===== src/rtl/multi_lifo.sv =====
// multi_lifo: CHANNELS independent LIFO stacks that share one simple-dual-port
// memory of CHANNELS*2**AWIDTH words, addressed by {channel, pointer}.
//
// Ports:
//   clk_i, srst_i           clock, synchronous active-high reset
//   wrreq_i, wr_ch_i, data_i   push request, channel, data
//   rdreq_i, rd_ch_i           pop request, channel
//   q_o, q_valid_o             popped word (held), one-cycle valid pulse
//   empty_o, full_o            per-channel empty / full flags
//   almost_empty_o             per-channel usedw <= AE_LEVEL
//   almost_full_o              per-channel usedw >= AF_LEVEL
//   usedw_o                    packed per-channel counts, channel 0 in LSBs
//   ovf_o, udf_o               sticky push-to-full / pop-from-empty errors
module multi_lifo #(
    parameter int DWIDTH   = 8,
    parameter int AWIDTH   = 4,
    parameter int CHANNELS = 4,
    parameter int AF_LEVEL = 2**AWIDTH - 2,
    parameter int AE_LEVEL = 2,
    localparam int CWIDTH  = $clog2(CHANNELS)
) (
    input  logic                            clk_i,
    input  logic                            srst_i,
    input  logic                            wrreq_i,
    input  logic [CWIDTH-1:0]               wr_ch_i,
    input  logic [DWIDTH-1:0]               data_i,
    input  logic                            rdreq_i,
    input  logic [CWIDTH-1:0]               rd_ch_i,
    output logic [DWIDTH-1:0]               q_o,
    output logic                            q_valid_o,
    output logic [CHANNELS-1:0]             empty_o,
    output logic [CHANNELS-1:0]             full_o,
    output logic [CHANNELS-1:0]             almost_empty_o,
    output logic [CHANNELS-1:0]             almost_full_o,
    output logic [CHANNELS*(AWIDTH+1)-1:0]  usedw_o,
    output logic                            ovf_o,
    output logic                            udf_o
);

    localparam int MEM_WORDS = CHANNELS * (2**AWIDTH);
    localparam logic [AWIDTH:0] DEPTH_CNT = {1'b1, {AWIDTH{1'b0}}};
    localparam logic [AWIDTH:0] AF_CNT    = AF_LEVEL[AWIDTH:0];
    localparam logic [AWIDTH:0] AE_CNT    = AE_LEVEL[AWIDTH:0];

    logic [DWIDTH-1:0] mem_q [MEM_WORDS];

    logic [AWIDTH:0]   cnt_q [CHANNELS];
    logic [AWIDTH:0]   cnt_d [CHANNELS];

    logic [DWIDTH-1:0] q_q;
    logic              q_valid_q;
    logic [CHANNELS-1:0] empty_q, full_q, ae_q, af_q;
    logic              ovf_q, udf_q;

    logic                     wr_en, rd_en;
    logic [CWIDTH+AWIDTH-1:0] wr_addr, rd_addr;
    logic                     ovf_set, udf_set;
    logic [AWIDTH:0]          wr_cnt, rd_cnt, rd_top;
    logic                     same_ch;

    // Next-state decode for counts, memory strobes and error events.
    always_comb begin
        // NOTE: every output of this block gets a default first so no path
        // leaves it unassigned and no latch is inferred.
        for (int c = 0; c < CHANNELS; c++) cnt_d[c] = cnt_q[c];
        wr_en   = 1'b0;
        rd_en   = 1'b0;
        wr_addr = '0;
        rd_addr = '0;
        ovf_set = 1'b0;
        udf_set = 1'b0;

        wr_cnt  = cnt_q[wr_ch_i];
        rd_cnt  = cnt_q[rd_ch_i];
        rd_top  = rd_cnt - 1'b1;
        same_ch = wrreq_i && rdreq_i && (wr_ch_i == rd_ch_i);

        if (same_ch && rd_cnt != '0) begin
            // Replace: read old top and overwrite it in one cycle; the memory
            // returns old data on the colliding address, count is unchanged.
            wr_en   = 1'b1;
            rd_en   = 1'b1;
            wr_addr = {wr_ch_i, rd_top[AWIDTH-1:0]};
            rd_addr = {rd_ch_i, rd_top[AWIDTH-1:0]};
        end else begin
            // Pop is judged against the pre-cycle count, so a same-channel
            // push+pop on an empty stack pushes and flags an underflow.
            if (rdreq_i) begin
                if (rd_cnt != '0) begin
                    rd_en            = 1'b1;
                    rd_addr          = {rd_ch_i, rd_top[AWIDTH-1:0]};
                    cnt_d[rd_ch_i]   = rd_top;
                end else begin
                    udf_set = 1'b1;
                end
            end
            if (wrreq_i) begin
                if (wr_cnt != DEPTH_CNT) begin
                    wr_en          = 1'b1;
                    wr_addr        = {wr_ch_i, wr_cnt[AWIDTH-1:0]};
                    cnt_d[wr_ch_i] = wr_cnt + 1'b1;
                end else begin
                    ovf_set = 1'b1;
                end
            end
        end
    end

    // Memory array and read port.
    // NOTE: the storage array has no reset; stale words are unreachable once
    // the counts are cleared, and leaving it unreset lets it map onto RAM.
    always_ff @(posedge clk_i) begin
        if (wr_en && !srst_i) mem_q[wr_addr] <= data_i;
    end

    // NOTE: all state below uses non-blocking assignment so the read of
    // mem_q sees the pre-edge value, which gives old-data read-during-write.
    always_ff @(posedge clk_i) begin
        if (srst_i) begin
            q_q       <= '0;
            q_valid_q <= 1'b0;
        end else begin
            q_valid_q <= rd_en;
            if (rd_en) q_q <= mem_q[rd_addr];
        end
    end

    // Counts, registered flags and sticky errors.
    always_ff @(posedge clk_i) begin
        if (srst_i) begin
            for (int c = 0; c < CHANNELS; c++) cnt_q[c] <= '0;
            empty_q <= '1;
            ae_q    <= '1;
            full_q  <= '0;
            af_q    <= '0;
            ovf_q   <= 1'b0;
            udf_q   <= 1'b0;
        end else begin
            for (int c = 0; c < CHANNELS; c++) begin
                cnt_q[c]   <= cnt_d[c];
                empty_q[c] <= (cnt_d[c] == '0);
                full_q[c]  <= (cnt_d[c] == DEPTH_CNT);
                ae_q[c]    <= (cnt_d[c] <= AE_CNT);
                af_q[c]    <= (cnt_d[c] >= AF_CNT);
            end
            if (ovf_set) ovf_q <= 1'b1;
            if (udf_set) udf_q <= 1'b1;
        end
    end

    always_comb begin
        usedw_o = '0;
        for (int c = 0; c < CHANNELS; c++) usedw_o[c*(AWIDTH+1) +: AWIDTH+1] = cnt_q[c];
    end

    assign q_o            = q_q;
    assign q_valid_o      = q_valid_q;
    assign empty_o        = empty_q;
    assign full_o         = full_q;
    assign almost_empty_o = ae_q;
    assign almost_full_o  = af_q;
    assign ovf_o          = ovf_q;
    assign udf_o          = udf_q;

endmodule


===== config.mk =====
export PLATFORM = sky130hd
export DESIGN_NAME = multi_lifo
export DESIGN_NICKNAME = d
export VERILOG_FILES = /design/src/rtl/multi_lifo.sv
export SDC_FILE = /design/constraint.sdc
export NUM_CORES = 1
export LEC_CHECK = 0
export ABC_CLOCK_PERIOD_IN_PS = 5550
export CELL_PAD_IN_SITES_DETAIL_PLACEMENT = 2
export CELL_PAD_IN_SITES_GLOBAL_PLACEMENT = 2
export CORE_MARGIN = 4
export CORE_UTILIZATION = 45
export CTS_CLUSTER_DIAMETER = 40
export DETAILED_ROUTE_END_ITERATION = 8
export GPL_ROUTABILITY_DRIVEN = 0
export MAX_ROUTING_LAYER = met4
export PLACE_DENSITY_LB_ADDON = 0.1
export SYNTH_ARGS = -nofsm -noshare
export SYNTH_HDL_FRONTEND = slang
export SYNTH_SLANG_ARGS = --single-unit

===== constraint.sdc =====
create_clock -name clk_i -period 5.55 [get_ports clk_i]
set_input_delay 0.555 -clock clk_i [delete_from_list [all_inputs] [get_ports clk_i]]
set_output_delay 0.555 -clock clk_i [all_outputs]
set_load 0.02 [all_outputs]

==> metrics.cfg <==
[status]
status=completed

[synthesis]
yosysSeqAreaShare_pct=70.2
syn_nets=1703
yosysWarnings=0
synth_area_per_cell_um2=13.8
syn_inst=1684
synth_ff_type=edfxtp_1
synth_seq_cells=559
netlist_area_um2=23300
synth-edff-count=512
synth_cell_types=79
async_reset_ff_share_pct=0

[setup_path]
required_ns=6.02
start_kind=primary input
crit_arrival_ns=5.63
crit_type=in -> reg
path_max_fanout=35
worstSetupEndpointType=register

[timing]
timing.final.crit_period_ns=5.16
worst_slack_ns=0.389
whs_ns=0.515
hold_viol=0
tightest_slew_ns=1.13
finClkSkew_ns=0.0357
slew_headroom_pct=24.2
setup_viol=0
drv_slew=0
rsz0062_at_grt=no
period_share_pct=93.0
maxClockFrequency_ghz=0.194

[global_route]
antenna_found_initial=1
grt_overflow_total=0
grt_util_all_layers_pct=33.5
first_global_vias=18000
grt_max_degree=114
grt_pass1_wl_um=133000

[die]
die_h_um=235
io_pins=63
die_x_um=235
core_um2=51200
initial_core_util_pct=45.4
rows=83
dieArea_um2=55400

[route]
dr_total_vias=16800
wl_per_cell_um=35.3
first_iter_violations=1875
avgViaCountPerCell=6.47
wirelength_um=91500
ant_nets=0
drc=0
drtPass1Iterations=7

[cells_and_area]
drive_gt1_share_pct=17.3
final_common_cell=edfxtp_1
final_cell_mix=edfxtp_1 (512), nand2_1 (228), nor2_1 (122)
num-fill-cells=4636
seq_area_um2=16300
layout.nets=1856
multi_input_comb_area_um2=6460
syn_to_final_growth_pct=20.7

[hold_path]
hp-class=reg -> reg

[clocking]
cts_resized=0
worstSkewPairLatency_ns=0.66
ctsHtreeMaxLevel=3
hold_buffers=0
clockRootBuffer=clkbuf_16
clk_pin_slew_worst_paths_ns=0.05
cts_sinks=559
cts_buffer_depth=3
cts_setup_buffers=0
numCtsBuffers=87
cts_tree=built

[power]
leakagePower_uw=0.00948
vdd_drop_max_mv=0.395
p_per_area_nw_per_um2=424

[place]
io_buffers=62
dp_hpwl_um=55200
pre_cts_ws_ns=-0.00219

[flow_run]
drv_cap=0

cells in the mapped netlist, types with 6 or more instances:
cell | n | area, µm²
a2111oi_0 | 13 | 114
a211oi_1 | 36 | 270
a21o_1 | 14 | 105
a21oi_1 | 50 | 250
a221oi_1 | 14 | 123
a22o_1 | 6 | 52.6
a22oi_1 | 12 | 90.1
a2bb2oi_1 | 9 | 78.8
a31o_2 | 6 | 52.6
a31oi_1 | 16 | 100
and2_1 | 26 | 163
and3_1 | 35 | 219
buf_1 | 12 | 45.0
buf_2 | 36 | 180
clkbuf_1 | 57 | 214
dfxtp_1 | 47 | 941
edfxtp_1 | 512 | 15400
inv_1 | 9 | 33.8
mux2_2 | 7 | 78.8
mux2i_1 | 62 | 621
mux4_2 | 29 | 653
nand2_1 | 229 | 860
nand2b_1 | 8 | 50.1
nand3_1 | 80 | 400
nand4_1 | 12 | 75.1
nor2_1 | 122 | 458
nor3_1 | 27 | 135
o211ai_1 | 18 | 135
o21ai_0 | 36 | 180
o22a_1 | 6 | 52.6
o22ai_1 | 17 | 106
o41ai_1 | 6 | 52.6
or3_1 | 12 | 75.1
xor2_1 | 7 | 61.3
layout make-up:
class	count	area share, %
multi-input combinational	1005	23.0
sequential	559	58.1
timing repair buffer	173	5.26
tap	680	3.03
inverter	11	0.147
clock buffer	98	8.09
clock inverter	66	2.29
antenna	3	0.0268
layer usage:
metal | vias to the layer above | global-route usage, % | part of all wire, %
met3 | 250 | 6.07 | 8.1
met4 | 0 | 13.1 | 4.4
met5 | - | - | 0
met2 | 931 | 53.8 | 49
li1 | 6828 | - | -
met1 | 8782 | 42.7 | 38
sequential cells by signal, indices dropped and copies added (netlist names):
signal and flops:
mem_q 512, cnt_q 20, q_o 8, almost_empty_o 4, almost_full_o 4, empty_o 4, full_o 4, ovf_o 1
q_valid_o 1, udf_o 1
power breakdown:
part	total, µW	switching (µW)	internal (µW)
sequential	4690	45.6	4650
clock	5480	2230	3240
combinational	1750	1210	534
total	11900	3490	8420
critical path, stage by stage:
cell and delay [ns]:
clkdlybuf4s50_1 0.57, mux4_4 0.72, inv_2 0.10, ha_1 0.24
nand2_1 0.12, a2111oi_2 0.42, buf_4 0.23, o21bai_4 0.10
buf_4 0.31, and3_1 0.46, a211oi_1 0.38, a2111oi_0 0.15
buf_4 0.23, a2111oi_0 0.75, o211ai_1 0.27
per-stage QoR:
stage               power (µW)  util, %  cells  TNS [ns]  area, µm²
floorplan                 5640        -   1684         0      23300
global placement          6370     49.1   2428         0      25100
detailed placement        6440     49.1   2428   -0.0168      25100
CTS                      11900     54.8   2592         0      28100
global route             12200     54.8   2592         0      28100
finish                   11900     54.8   2595         0      28100
path summary, 6_finish.rpt:
check / from / to / slack (ns) / depth (start not counted)
hold / removal: ovf_o$_SDFFE_PP0P_ / ovf_o$_SDFFE_PP0P_ / 0.52 / 2
setup reg to reg: cnt_q[0][0]$_SDFF_PP0_ / q_o[5]$_SDFFE_PP0P_ / 0.54 / 14
setup / recovery: rd_ch_i[0] / q_o[5]$_SDFFE_PP0P_ / 0.39 / 15
hold reg to reg: ovf_o$_SDFFE_PP0P_ / ovf_o$_SDFFE_PP0P_ / 0.52 / 2
logic make-up after synthesis:
| logic type | synth area share, % |
|---|---|
| buffers and inverters | 2.23 |
| adder cells (fa/ha/maj) | 0.161 |
| AND/OR/NAND/NOR | 11.4 |
| flip-flops | 70.2 |
| AO/OA/AOI/OAI | 9.69 |
| XOR/XNOR | 0.457 |
| multiplexers | 5.91 |
Power figures use the tool's default switching activity.
